File: src/rtl/keypad_scanner.sv
// 4x4 matrix keypad scanner: drives one column low at a time, snapshots the
// synchronized rows once per column, and debounces whole-frame classifications.
module keypad_scanner #(
  parameter int SCAN_DIV        = 25000,
  parameter int DEBOUNCE_FRAMES = 8
) (
  input  logic       CLOCK_25,
  input  logic       reset,
  input  logic [3:0] rows,
  output logic [3:0] cols,
  output logic [3:0] key_code,
  output logic       key_valid,
  output logic       key_pressed,
  output logic       multi_key
);

  localparam int            CW   = $clog2(SCAN_DIV);
  localparam logic [CW-1:0] LAST = CW'(SCAN_DIV - 1);
  localparam logic [3:0]    DEB  = 4'(DEBOUNCE_FRAMES);

  typedef enum logic [1:0] {KIND_NONE, KIND_SINGLE, KIND_MULTI} kind_e;

  logic [3:0]    rows_meta, rows_sync;
  logic [1:0]    col_idx;
  logic [CW-1:0] period_cnt;
  logic [15:0]   snapshot;
  logic          frame_end;
  kind_e         prev_kind;
  logic [3:0]    prev_code;
  logic [3:0]    stable_cnt;

  kind_e         kind;
  logic [3:0]    code;
  logic [4:0]    hits;
  logic [3:0]    hit_idx;
  logic          same_class;
  logic [3:0]    next_cnt;
  logic          reached;

  // NOTE: synchronizer flops are deliberately left out of reset; they hold no
  // state that matters and flush themselves within two cycles.
  always_ff @(posedge CLOCK_25) begin
    rows_meta <= rows;
    rows_sync <= rows_meta;
  end

  // Snapshot bit index is 4*col + row.
  function automatic logic [3:0] code_of(input logic [3:0] idx);
    case (idx)
      4'd0:  code_of = 4'd1;   4'd1:  code_of = 4'd4;
      4'd2:  code_of = 4'd7;   4'd3:  code_of = 4'd14;
      4'd4:  code_of = 4'd2;   4'd5:  code_of = 4'd5;
      4'd6:  code_of = 4'd8;   4'd7:  code_of = 4'd0;
      4'd8:  code_of = 4'd3;   4'd9:  code_of = 4'd6;
      4'd10: code_of = 4'd9;   4'd11: code_of = 4'd15;
      4'd12: code_of = 4'd10;  4'd13: code_of = 4'd11;
      4'd14: code_of = 4'd12;  default: code_of = 4'd13;
    endcase
  endfunction

  // NOTE: every variable written here gets a default first so no latch is
  // inferred; blocking assignments are correct inside combinational logic.
  always_comb begin
    hits    = '0;
    hit_idx = '0;
    kind    = KIND_NONE;
    code    = '0;
    for (int i = 0; i < 16; i++) begin
      if (snapshot[i]) begin
        hits    = hits + 5'd1;
        hit_idx = 4'(i);
      end
    end
    if (hits == 5'd1) begin
      kind = KIND_SINGLE;
      code = code_of(hit_idx);
    end else if (hits != 5'd0) begin
      kind = KIND_MULTI;
    end
  end

  assign same_class = (kind == prev_kind) && (code == prev_code);
  assign next_cnt   = !same_class        ? 4'd1 :
                      (stable_cnt == DEB) ? DEB  : stable_cnt + 4'd1;
  // Outputs move only on the transition into saturation, never while parked there.
  assign reached    = (next_cnt == DEB) && !(same_class && stable_cnt == DEB);

  // NOTE: sequential state uses non-blocking assignments so every register
  // samples pre-edge values regardless of statement order.
  always_ff @(posedge CLOCK_25) begin
    if (reset) begin
      cols        <= 4'b1110;
      col_idx     <= '0;
      period_cnt  <= '0;
      snapshot    <= '0;
      frame_end   <= 1'b0;
      prev_kind   <= KIND_NONE;
      prev_code   <= '0;
      stable_cnt  <= '0;
      key_code    <= '0;
      key_valid   <= 1'b0;
      key_pressed <= 1'b0;
      multi_key   <= 1'b0;
    end else begin
      key_pressed <= 1'b0;
      frame_end   <= (period_cnt == LAST) && (col_idx == 2'd3);

      if (period_cnt == LAST) begin
        period_cnt                   <= '0;
        snapshot[{col_idx, 2'b00} +: 4] <= ~rows_sync;
        col_idx                      <= col_idx + 2'd1;
        cols                         <= ~(4'b0001 << 2'(col_idx + 2'd1));
      end else begin
        period_cnt <= period_cnt + 1'b1;
      end

      if (frame_end) begin
        prev_kind  <= kind;
        prev_code  <= code;
        stable_cnt <= next_cnt;
        if (reached) begin
          key_valid   <= (kind == KIND_SINGLE);
          key_code    <= code;
          multi_key   <= (kind == KIND_MULTI);
          key_pressed <= (kind == KIND_SINGLE) && (!key_valid || key_code != code);
        end
      end
    end
  end

endmodule

File: config.mk
export PLATFORM = sky130hd
export DESIGN_NAME = keypad_scanner
export DESIGN_NICKNAME = d
export VERILOG_FILES = /design/src/rtl/keypad_scanner.sv
export SDC_FILE = /design/constraint.sdc
export NUM_CORES = 1
export LEC_CHECK = 0
export CORE_AREA = 10 10 149 96
export DETAILED_ROUTE_END_ITERATION = 7
export DIE_AREA = 0 0 159 106
export HOLD_SLACK_MARGIN = 0.05
export PLACE_DENSITY = 0.55
export SLEW_MARGIN = 0
export SYNTH_ARGS = -nofsm -noshare
export SYNTH_HDL_FRONTEND = slang
export SYNTH_SLANG_ARGS = --single-unit
export TNS_END_PERCENT = 30
File: constraint.sdc
create_clock -name CLOCK_25 -period 22.4 [get_ports CLOCK_25]
set_clock_uncertainty 0.2 [all_clocks]
set_input_delay 4.48 -clock CLOCK_25 [delete_from_list [all_inputs] [get_ports CLOCK_25]]
set_output_delay 4.48 -clock CLOCK_25 [all_outputs]
set_load 0.01 [all_outputs]
After elaboration in Yosys (flattened, before gate mapping)
Memories as Yosys holds them, arrays and structs flattened.
Cells that the tools add are included.

word-level totals
  register bits = 63
  memory bits (read-only) = 64
  input port bits = 6
  output and inout bits = 11
  logic and storage cells = 100
  memories = 1

memories
  memory            depth  bits a word  rd ports  clocked after memory_dff  write ports  line  source
  (name not given)  16     4            1         0                         0            49    case (idx)

operators by class
  add/sub/neg operators = 19
  eq/ne operators = 10
  shifts and indexed selects = 3
  muxes and demuxes = 37
  bitwise logic cells = 4
  reduce and logical (&&, ||, !) cells = 12

operators by type and width
  operator                                                                number
  5-bit by 1-bit adder with 5-bit output, second input constant           15
  5-bit 2-to-1 mux                                                        15
  4-bit 2-to-1 mux                                                        17
  16-bit bitwise mux                                                      1
  4-bit by 6-bit variable shift with 16-bit output, first input constant  1
  4-bit by 6-bit indexed part select with 16-bit output                   1
  15-bit by 1-bit adder with 15-bit output, second input constant         1
  15-bit equality test, second input constant                             1
  4-bit equality test, second input constant                              2
  4-bit inverter                                                          2
  4-bit negation with 6-bit output                                        1
  5-bit by 1-bit equality test with 1-bit output, second input constant   1
  1-bit logical AND                                                       5
  5-bit nonzero test                                                      1
  4-bit by 1-bit adder with 4-bit output, second input constant           1
  2-bit equality test, second input constant                              2
  4-bit equality test                                                     1
  2-bit 2-to-1 mux                                                        2
  4-bit != test                                                           1
  1-bit by 2-bit left shift with 4-bit output, first input constant       1
  3-bit OR reduction                                                      1
  2-bit by 1-bit adder with 2-bit output, second input constant           1
  2-bit by 1-bit equality test with 1-bit output, second input constant   1
  2-bit equality test                                                     1
  other kinds (6)                                                         9

Logic depth before layout (Yosys ltp)
Gate-level depths: netlist of the first run.

  word-level depth = 41
  mapped depth = 51
  depth with buffers taken out = 51

Least setup slack after synthesis of the first run
Ideal clock, no wire load.

  kind = register to register
  start point = register snapshot[1]
  end point = register stable_cnt[3]
  library setup time = 74 ps
  arrival = 9,951 ps
  data required time = 22,126 ps
  setup slack = 12,175 ps
  stages on the path, launching flop included = 51
  buffers on the path = 1
  clock period less this slack = 10,225 ps
  cells stage by stage = dfxtp_1 > inv_1 > ha_1 > buf_2 > xor2_1 > ha_1 > nor2b_1 > a31oi_1 > ha_1 > nand2_1 > o21ai_0 > ha_1 > nand2_1 > nand2_1 > a21o_1 > ha_1 > nand2b_1 > o21a_1 > (+15 left out) > ha_1 > nand2b_1 > o21ai_0 > inv_1 > ha_1 > nand2_1 > o21ai_0 > ha_1 > mux2_2 > ha_1 > nor2b_1 > a21oi_1 > a221o_1 > and4bb_2 > o21ai_0 > a22o_4 > or4b_1 > a31oi_1

on the way
  longest elaborated chain between the ends = 35
  elaborated cells on any way between the ends = 54
  those cells by class = 14 x add/sub; 3 x eq/ne; 34 x mux; 2 x reduce/logical; 1 x memory

ends and longest elaborated chain
  what                                    line  source
  from (decl)                             26    logic [15:0] snapshot;
  from (signal, indexed assignment)       110   snapshot[{col_idx, 2'b00} +: 4] <= ~rows_sync;
  5-bit 2-to-1 mux                        69    if (snapshot[i]) begin
  5-bit by 1-bit adder with 5-bit output  70    hits = hits + 5'd1;
  5-bit 2-to-1 mux                        69
  5-bit by 1-bit adder with 5-bit output  70
  5-bit 2-to-1 mux                        69
  5-bit by 1-bit adder with 5-bit output  70
  5-bit 2-to-1 mux                        69
  5-bit by 1-bit adder with 5-bit output  70
  (+19 left out)                          --
  5-bit by 1-bit adder with 5-bit output  70
  5-bit 2-to-1 mux                        69
  5-bit nonzero test                      77    end else if (hits != 5'd0) begin
  2-bit 2-to-1 mux                        77
  2-bit 2-to-1 mux                        74    if (hits == 5'd1) begin
  2-bit equality test                     82    assign same_class = (kind == prev_kind) && (code == prev_code);
  1-bit logical AND *                     82
  4-bit 2-to-1 mux *                      83    assign next_cnt = !same_class ? 4'd1 :
  to (signal assigned)                    120   stable_cnt <= next_cnt;
  to (decl)                               30    logic [3:0] stable_cnt;

Mark *: on every way between the ends. The rest lies on a longest branch, timed or not.
A chain may end at the register's enable or synchronous reset.

Final worst setup path of the first run
  start point = register snapshot[1]
  end point = register multi_key

on the way
  longest elaborated chain between the ends = 38
  elaborated cells on any way between the ends = 60
  those cells by class = 14 x add/sub; 5 x eq/ne; 34 x mux; 6 x reduce/logical; 1 x memory

ends and longest elaborated chain
  what                                                           line    source
  5-bit 2-to-1 mux                                               69
  5-bit by 1-bit adder with 5-bit output                         70
  5-bit 2-to-1 mux                                               69
  5-bit by 1-bit adder with 5-bit output                         70
  5-bit 2-to-1 mux                                               69
  5-bit by 1-bit adder with 5-bit output                         70
  5-bit 2-to-1 mux                                               69
  5-bit by 1-bit adder with 5-bit output                         70
  (+22 left out)                                                 --
  2-bit 2-to-1 mux                                               77
  2-bit 2-to-1 mux                                               74
  2-bit equality test                                            82
  1-bit logical AND                                              82
  4-bit 2-to-1 mux / 1-bit logical AND (equally long branches)   83, 86
  4-bit equality test / 1-bit zero test (equally long branches)  86      assign reached = (next_cnt == DEB) && !(same_class && stable_cnt == DEB);
  1-bit logical AND                                              86
  2-bit AND reduction (no source line)                           --
  to (signal assigned)                                           124     multi_key <= (kind == KIND_MULTI);
  to (decl)                                                      14      output logic multi_key

Several ways; a longest one is shown, not always the timed one.

==> out/qor.csv, run 1 <==
stage,metric,value,unit
final_layout,fillers,1160,
status,status,finished clean,
placed_design,dpl.cell_count,732,
timing,fin_crit_sh,51.32,%
cts,cts_tree,yes,
cts,clk_latency,0.32,ns
synth,synthArstFlopShare,0,%
setup_path,crit_type,flop to flop,
synth,ys_seq_elements,63,
setup_path,crit_fanout,13,
drt,routed-wl-met2,4.098,mm
drt,dr.pass1.iters,5,
placed_design,dp_slack,11.01,ns
floorplan,design.die.area,16850,um^2
drt,avgViaCountPerCell,5.381,
placed_design,detailed_place_hpwl,8.458,mm
worst_hold_path,hold_class,flop to flop,
setup_path,cpPeakStageDelay,0.60,ns
synth,synth_cells,578,
timing,worst_hold_slack,0.1198,ns
drt,drcViolationCount,0,
synth,yosys-top-cells-area,"dfxtp_1, ha_1, xnor2_1, nor2_1, a21oi_1",
final_layout,area.growth.synth_to_final,12.79,%
floorplan,core_area,11670,um^2
drt,drtIter0Drc,234,
setup_path,crit_family,adder cells,
synth,synthFlopType,dfxtp_1,
global_routing,grt_max_degree,45,
final_layout,layout.nets,607,
synth,synth_top_area_cell,dfxtp_1,
cts,cts_sinks,63,
power,ir_worst_vdd,38.60,uV
cts,htree_levels,3,
flow_run,cap_violations,0,
synth,ys_seq_area_share,27.67,%
timing,finalSetupTns,0,ns
timing,fmax,86.99,MHz
drt,ant_nets,0,
timing,rsz0062_at_grt,false,
final_layout,n_antenna_cell,0,
drt,wire_per_inst,14.72,um
synth,yosysWarnings,0,
power,power_density,52.13,nW/um^2
drt,top_layer_used,met4,
synth,syn_nets,607,
timing,period_needed,11.50,ns
synth,synth_top_area_share,27.67,%
timing,fin_ws,10.91,ns
final_layout,final_cells,746,
setup_path,worst-path-buf-inv,2,
global_routing,gr-total-overflow,0,
setup_path,end_kind,flop,
timing,hold_viol_final,0,
cts,clk_pin_slew,0.05,ns
cts,post_cts_buffers,0,
timing,drv_slew,0,
drt,wl_met1,6.269,mm
power,leakage,0.002009,uW
drt,wirelength,10.98,mm
drt,wl_met3,532,um
floorplan,die_y,106,um
synth,ys_types,73,
timing,slew_headroom,32.19,%
setup_path,cpMaxStageDelayCell,a22oi_1,
setup_path,crit_top_cell,ha_1,
cts,postCtsHoldBufs,0,
final_layout,final_core_util,44.04,%
cts,post_cts_resized,0,
cts,numCtsBuffers,9,
setup_path,worstPathRequired,22.44,ns
floorplan,initial_core_util,39.04,%
floorplan,die_w,159,um
global_routing,grt_pass1_vias,3685,
final_layout,drive_gt1_share,5.852,%
placed_design,gp_congestion,0.8953,
drt,vias,4014,
synth,postSynthAreaPerCell,7.886,um^2
synth,synth_edf_count,0,
global_routing,grt_first_pass_wirelength,18.75,mm
timing,worst_pin_slew,1.001,ns
cts,cts_root_buf,clkbuf_16,
global_routing,antenna_found_initial,0,
setup_path,cp-start-kind,flop,
floorplan,ioPinCount,17,
cts,cts_buffer_depth,2,
synth,syn_area,4558,um^2
setup_path,critPathArrivalTime,11.53,ns
floorplan,rows,31,
global_routing,grtUsageTotal,13.01,%
placed_design,io_buffers,16,
timing,setup_violations,0,
## worst reg2reg max path: cells and delay by family (launching register included)
| kind | cells | cell delay [ns] |
|---|---|---|
| xor+xnor | 1 | 0.18 |
| flops | 1 | 0.39 |
| mux | 2 | 0.57 |
| compound gates | 17 | 3.84 |
| fa+ha+maj | 14 | 4.30 |
| buf+inv | 2 | 0.20 |
| simple gates | 13 | 1.74 |
## worst paths after layout
kind | start | endpoint | slack (ns) | cells after the start
max | snapshot[1] | multi_key | 10.91 | 49
min | rows_meta[1] | rows_sync[1] | 0.12 | 0
max reg2reg | snapshot[1] | multi_key | 10.91 | 49
min reg2reg | rows_meta[1] | rows_sync[1] | 0.12 | 0
## synth_stat cells, types with 3 or more instances
cell,count
nand3_1,29
nand2b_1,15
and3_1,7
o21ai_0,26
nor3b_1,3
o211ai_1,7
clkbuf_1,25
inv_1,21
a21o_1,5
dfxtp_1,63
nand4_1,6
ha_1,23
or3_1,4
nor2b_1,9
mux2i_1,4
xnor3_1,3
xnor2_2,3
nor3_1,23
a31oi_1,7
nand2_1,49
nand3b_1,5
xor2_1,21
xnor2_1,28
a31o_2,3
o21a_1,3
a211oi_1,8
and3b_1,3
nor2_1,65
a21oi_1,41
nor4_1,6
a211o_1,5
## where the power goes
part	internal (uW)	leakage (uW)	switching (uW)
Sequential	114	0.000511	1.26
Clock	102	0.000154	47.0
Combinational	1.73	0.00134	2.27
## sequential cells by signal, indices dropped and copies added, names as in the netlist, 2 cells and up
signal,count
prev_code,4
col_idx,2
rows_sync,4
key_code,4
snapshot,16
prev_kind,2
stable_cnt,4
cols,4
period_cnt,15
rows_meta,4
## stage by stage
step           power (uW)  area [um^2]
3_3_place_gp        121.2         4821
3_5_place_dp        121.3         4821
5_1_grt             277.1         5141
6_report            268.0         5141
2_1_floorplan       119.5         4558
4_1_cts             271.0         5141
## cells in the final DEF (no fill, tap or decap), drive strengths merged, types with 16 or more instances in the layout
cell type      netlist  layout
xor2                21      21
o21ai               27      27
inv                 22      22
nand2               49      49
nor2                65      65
clkdlybuf4s50        0      16
ha                  23      23
nand3               29      29
nor3                23      23
dfxtp               63      63
xnor2               32      32
a21oi               41      41
## routing by layer
| layer | vias to the layer above | GRT usage [%] |
|---|---|---|
| met2 | 83 | 17.05 |
| li1 | 2068 | - |
| met3 | 7 | 3.043 |
| met1 | 1856 | 20.33 |
| met4 | 0 | 2.964 |
| met5 | - | 0 |
## cell families (layout without fill, tap and decap cells)
| logic type | count (synthesis) | count (layout) | synth area share (%) |
|---|---|---|---|
| and+or+nand+nor | 239 | 239 | 26.41 |
| AOI/OAI and AO/OA | 137 | 137 | 19.87 |
| DFF | 63 | 63 | 27.67 |
| xor gates and xnor gates | 58 | 58 | 13.62 |
| buffers and inverters | 50 | 53 | 4.310 |
| adders and majority gates | 25 | 25 | 6.753 |
| muxes | 6 | 6 | 1.372 |
## final cells by class
| cell class | instances | area, um^2 | area share (%) |
|---|---|---|---|
| flip-flops and latches | 63 | 1261 | 24.53 |
| well taps | 165 | 206.4 | 4.016 |
| inverters | 22 | 85.08 | 1.655 |
| clock buffers | 11 | 252.7 | 4.916 |
| repair buffers | 17 | 167.7 | 3.261 |
| multi-input cells | 465 | 3100 | 60.31 |
| clock inverters | 3 | 67.56 | 1.314 |
Note: power is estimated with default switching activity, not from simulation.
==> run 2: changes to the inputs <==
clock period = 11.5 ns   (was 22.4 ns; I/O delays follow)
==> run 2 against run 1 <==
Net effect:
- sequential share of layout area fell by 0.13 points
- utilization increased by 0.28 points
- sequential power increased by 95%
- final area increased by 0.63%
- critical path depth unchanged
- global-route usage fell by 0.20 points
- power rose by 83%
- cell count rose by 0.67%
- register-to-register slack worse by 10 ns
- non-clock buffer count grew 5
- setup slack lost 10 ns
- first-iteration DRC count fell by 8.1%
- critical path type unchanged
==> out/qor.csv, run 2 (synthesis results as in run 1) <==
stage,metric,value,unit,change
final_layout,area.growth.synth_to_final,13.51,%,
drt,wire_per_inst,14.70,um,-0.10%
setup_path,end_kind,flop,,
placed_design,detailed_place_hpwl,8.368,mm,-1.1%
final_layout,seq_area,1262,um^2,about the same
global_routing,grtUsageTotal,12.81,%,-0.20 points
floorplan,initial_core_util,39.04,%,unchanged
final_layout,regMostFlops,snapshot,,
timing,setup_violations,0,,unchanged
floorplan,rows,31,,unchanged
setup_path,crit_fanout,9,,-4
global_routing,grt_first_pass_wirelength,18.51,mm,-1.3%
drt,dr.pass1.iters,5,,unchanged
drt,vias,4078,,+1.6%
timing,worst_pin_slew,1.025,ns,+0.02411 ns
floorplan,design.die.area,16850,um^2,unchanged
power,power_density,94.94,nW/um^2,+82%
global_routing,grt_max_degree,45,,unchanged
cts,htree_levels,3,,unchanged
cts,clk_latency,0.32,ns,about the same
power,ir_worst_vdd,84.13,uV,+120%
final_layout,layout.nets,612,,+0.82%
timing,finalSetupTns,0,ns,unchanged
timing,hold_viol_final,0,,unchanged
worst_hold_path,hold_class,flop to flop,,
setup_path,crit_top_cell,ha_1,,
final_layout,multiInputGateArea,3128,um^2,+0.89%
power,power,491.2,uW,+83%
setup_path,crit_type,flop to flop,,
setup_path,crit_family,adder cells,,
setup_path,cpMaxStageDelayCell,or4b_1,,
floorplan,core_area,11670,um^2,unchanged
placed_design,postPlaceCellArea,4821,um^2,unchanged
drt,avgViaCountPerCell,5.430,,+0.92%
placed_design,io_buffers,16,,unchanged
final_layout,n_antenna_cell,0,,unchanged
final_layout,fillers,1171,,+0.95%
setup_path,cpPeakStageDelay,0.49,ns,-0.11 ns
setup_path,cp-start-kind,flop,,
cts,cts_buffer_depth,2,,unchanged
global_routing,antenna_found_initial,0,,unchanged
global_routing,grt_pass1_vias,3648,,-1.0%
timing,fmax,91.52,MHz,+5.2%
placed_design,dpl.cell_count,732,,unchanged
power,leakage,0.002024,uW,+0.79%
cts,clk_pin_slew,0.05,ns,about the same
timing,slew_headroom,30.56,%,-1.6 points
floorplan,ioPinCount,17,,unchanged
cts,numCtsBuffers,9,,unchanged
cts,cts_root_buf,clkbuf_16,,
cts,cts_tree,yes,,
drt,drtIter0Drc,215,,-8.1%
cts,cts_sinks,63,,unchanged
setup_path,worstPathRequired,11.55,ns,-10.89 ns
setup_path,critPathArrivalTime,10.98,ns,-0.55 ns
floorplan,die_y,106,um,unchanged
final_layout,final_area,5174,um^2,+0.63%
final_layout,largest_register_ffs,16,,unchanged
placed_design,gp_congestion,0.8954,,about the same
final_layout,most-common-layout-cells,"nor2_1, dfxtp_1, nand2_1",,
status,status,finished clean,,
drt,drcViolationCount,0,,unchanged
drt,ant_nets,0,,unchanged
final_layout,reg_top3,"snapshot x16, period_cnt x15",,
final_layout,drive_gt1_share,7.850,%,+2.0 points
setup_path,worst-path-buf-inv,2,,unchanged
final_layout,final_common_cell,nor2_1,,
global_routing,gr-total-overflow,0,,unchanged
drt,wirelength,11.04,mm,+0.56%
floorplan,die_w,159,um,unchanged
final_layout,final_cells,751,,+0.67%
timing,fin_crit_sh,95.01,%,+44 points
timing,drv_slew,0,,unchanged
timing,period_needed,10.93,ns,-0.5687 ns
flow_run,cap_violations,0,,unchanged
## run 2: cell types whose count changed in the layout (fill, tap and decap cells not counted), moves of 2 or more
cell / change
buf_4: +5
o21ai_0: -3
clkinv_2: +2
o21ai_1: +2
## run 2: layout make-up
| type | instances | share of cell area, % |
|---|---|---|
| Multi-Input combinational cell | 465 | 60.46 |
| Timing Repair Buffer | 22 | 3.966 |
| Inverter | 22 | 1.644 |
| Clock buffer | 10 | 4.619 |
| Clock inverter | 4 | 0.9190 |
| Tap cell | 165 | 3.990 |
| Sequential cell | 63 | 24.40 |
## run 2: layer usage
| metal | up-vias | wire [um] | global-route usage (%) |
|---|---|---|---|
| met3 | 8 | 501 | 2.427 |
| li1 | 2087 | - | - |
| met2 | 91 | 4142 | 16.66 |
| met5 | - | 0 | 0 |
| met4 | 0 | 90 | 3.623 |
| met1 | 1892 | 6307 | 20.20 |
## run 2: per-stage QoR
| stage | utilization [%] | hold WS [ns] | worst slack [ns] |
|---|---|---|---|
| after floorplan | - | 0.1096 | 1.275 |
| after global placement | 41.29 | 0.1114 | 0.6119 |
| after detailed placement | 41.29 | 0.1128 | 0.09434 |
| after CTS | 43.75 | 0.1232 | 0.04774 |
| after global routing | 44.31 | 0.1272 | -0.03799 |
| final | 44.31 | 0.1226 | 0.5737 |
## run 2: path summary, 6_finish.rpt
kind                     start             to  slack [ns]  depth (start not counted)
setup reg to reg   snapshot[0]  stable_cnt[3]        0.57                         49
hold / removal    rows_meta[3]   rows_sync[3]        0.12                          0
hold reg to reg   rows_meta[3]   rows_sync[3]        0.12                          0
setup / recovery   snapshot[0]  stable_cnt[3]        0.57                         49
## run 2: report_power, final
part / leakage, uW / internal (uW) / switching (uW) / total [uW]
clock: 0.000140 / 170 / 89.5 / 259
combinational: 0.00137 / 3.37 / 4.49 / 7.86
sequential: 0.000512 / 221 / 2.50 / 224
total: 0.00202 / 395 / 96.5 / 491
## run 2: what timing repair did
| item | CTS | global route |
|---|---|---|
| hold buffers | 0 | 0 |
| setup buffers | 0 | 5 |
| endpoints found under the setup margin | 0 | 12 |
| resized for setup | 0 | 11 |
| endpoints found under the hold margin | 0 | 0 |
==> run 3: changes to the inputs <==
CORE_AREA = 10 10 149 124   (was 10 10 149 96)
DIE_AREA = 0 0 159 134   (was 0 0 159 106)
PLACE_DENSITY = 0.44   (was 0.55)
==> run 3 against run 2 <==
Net effect:
- sequential power is essentially flat
- count of clock-buffer cells in the layout unchanged
- first-iteration DRC count increased by 35%
- fmax up 1.7%
- global-route usage is 3.1 points lower
- sequential share of layout area down 0.62 points
- power grew 8.1%
- setup slack gained 0.18 ns
- combinational power decreased by 0.9%
- clock power grew 15%
- sequential cell count stayed put
- largest cell class unchanged
- largest power group unchanged
==> out/qor.csv, run 3 (synthesis results as in run 1) <==
stage,metric,value,unit,change
drt,dr.pass1.iters,4,,-1
drt,wire_per_inst,13.19,um,-10%
drt,drtIter0Drc,291,,+35%
power,power_density,100.1,nW/um^2,+5.4%
setup_path,crit_top_cell,ha_1,,
final_layout,layout.nets,615,,+0.49%
cts,htree_levels,3,,unchanged
timing,rsz0062_at_grt,false,,
timing,drv_slew,0,,unchanged
flow_run,cap_violations,0,,unchanged
floorplan,die_w,159,um,unchanged
cts,cts_sinks,63,,unchanged
timing,setup_violations,0,,unchanged
setup_path,crit_type,flop to flop,,
drt,vias,4051,,-0.66%
power,leakage,0.002055,uW,+1.5%
timing,hold_viol_final,0,,unchanged
timing,worst_pin_slew,0.9580,ns,-0.06734 ns
timing,worst_hold_slack,0.1270,ns,+0.004355 ns
setup_path,crit_fanout,9,,unchanged
setup_path,cpMaxStageDelayCell,or4b_1,,
cts,cts_buffer_depth,2,,unchanged
placed_design,gp_congestion,0.7765,,-13%
timing,slew_headroom,35.12,%,+4.6 points
placed_design,io_buffers,16,,unchanged
global_routing,grt_max_degree,45,,unchanged
timing,fmax,93.05,MHz,+1.7%
final_layout,regMostFlops,snapshot,,
final_layout,most-common-layout-cells,"nor2_1, dfxtp_1, nand2_1",,
cts,numCtsBuffers,9,,unchanged
global_routing,antenna_found_initial,0,,unchanged
final_layout,largest_register_ffs,16,,unchanged
final_layout,n_antenna_cell,0,,unchanged
final_layout,drive_gt1_share,8.122,%,+0.27 points
global_routing,gr-total-overflow,0,,unchanged
cts,clk_pin_slew,0.06,ns,about the same
timing,fin_crit_sh,93.45,%,-1.6 points
drt,avgViaCountPerCell,5.026,,-7.4%
global_routing,grt_pass1_vias,3751,,+2.8%
timing,fin_ws,0.7530,ns,+0.1793 ns
placed_design,dp_slack,0.1418,ns,+0.04747 ns
global_routing,grtUsageTotal,9.719,%,-3.1 points
final_layout,final_area,5304,um^2,+2.5%
power,power,530.8,uW,+8.1%
floorplan,rows,41,,+32%
floorplan,core_area,15440,um^2,+32%
drt,drcViolationCount,0,,unchanged
cts,cts_tree,yes,,
drt,wirelength,10.63,mm,-3.7%
final_layout,reg_top3,"snapshot x16, period_cnt x15",,
timing,period_needed,10.75,ns,-0.1793 ns
setup_path,cpPeakStageDelay,0.50,ns,about the same
placed_design,postPlaceCellArea,4891,um^2,+1.5%
global_routing,grt_first_pass_wirelength,17.99,mm,-2.8%
cts,cts_root_buf,clkbuf_16,,
setup_path,end_kind,flop,,
status,status,finished clean,,
timing,finalSetupTns,0,ns,unchanged
final_layout,final_common_cell,nor2_1,,
final_layout,area.growth.synth_to_final,16.36,%,
setup_path,worstPathRequired,11.55,ns,about the same
cts,clk_latency,0.33,ns,about the same
power,ir_worst_vdd,63.88,uV,-24%
floorplan,ioPinCount,17,,unchanged
drt,ant_nets,0,,unchanged
setup_path,cp-start-kind,flop,,
floorplan,initial_core_util,29.52,%,-9.5 points
worst_hold_path,hold_class,flop to flop,,
floorplan,die_y,134,um,+26%
setup_path,critPathArrivalTime,10.80,ns,-0.18 ns
floorplan,design.die.area,21310,um^2,+26%
placed_design,detailed_place_hpwl,7.993,mm,-4.5%
-- run 3: cell type report --
type	instances	area [um^2]
inverter	22	85.08
fill	1634	10140
multi-input combinational	465	3129
tap	215	269.0
timing repair buffer	25	227.7
clock inverter	6	92.59
sequential	63	1261
clock buffer	10	239.0
-- run 3: path summary, 6_finish.rpt --
| check | start | cells past startpoint | slack, ns | to |
|---|---|---|---|---|
| setup / recovery | snapshot[1] | 49 | 0.75 | stable_cnt[3] |
| hold reg to reg | rows_meta[3] | 0 | 0.13 | rows_sync[3] |
| setup reg to reg | snapshot[1] | 49 | 0.75 | stable_cnt[3] |
| hold / removal | rows_meta[3] | 0 | 0.13 | rows_sync[3] |
-- run 3: metal layers --
| metal | up-vias | global-route usage [%] | wire (um) |
|---|---|---|---|
| met5 | - | 0 | 0 |
| met4 | 0 | 1.593 | 53 |
| met3 | 6 | 2.446 | 280 |
| met2 | 41 | 14.93 | 4436 |
| met1 | 1906 | 13.57 | 5860 |
| li1 | 2098 | - | - |
-- run 3: metrics by stage --
| stage | util [%] | instances |
|---|---|---|
| after CTS | 33.82 | 799 |
| after floorplan | - | 578 |
| after detailed placement | 31.67 | 783 |
| after global routing | 34.35 | 806 |
| final | 34.35 | 806 |
| after global placement | 31.67 | 783 |
-- run 3: critical path: cells and delay by family, from the launching register on --
family	cells	cell delay [ns]
fa+ha+maj	14	4.16
compound gates	16	2.81
simple gates	14	2.19
mux	2	0.56
flops	1	0.37
buf+inv	2	0.19
xor+xnor	1	0.17
-- run 3: timing repair --
| item | CTS | global route |
|---|---|---|
| resized for setup | 0 | 9 |
| hold buffers | 0 | 0 |
| setup endpoints to repair | 0 | 11 |
| endpoints found under the hold margin | 0 | 0 |
| setup buffers | 0 | 7 |
-- run 3: where the power goes --
group          switching, uW  leakage, uW  total [uW]  internal, uW
combinational           4.41      0.00139        7.79          3.37
clock                    103     0.000155         299           197
sequential              2.43     0.000511         224           221
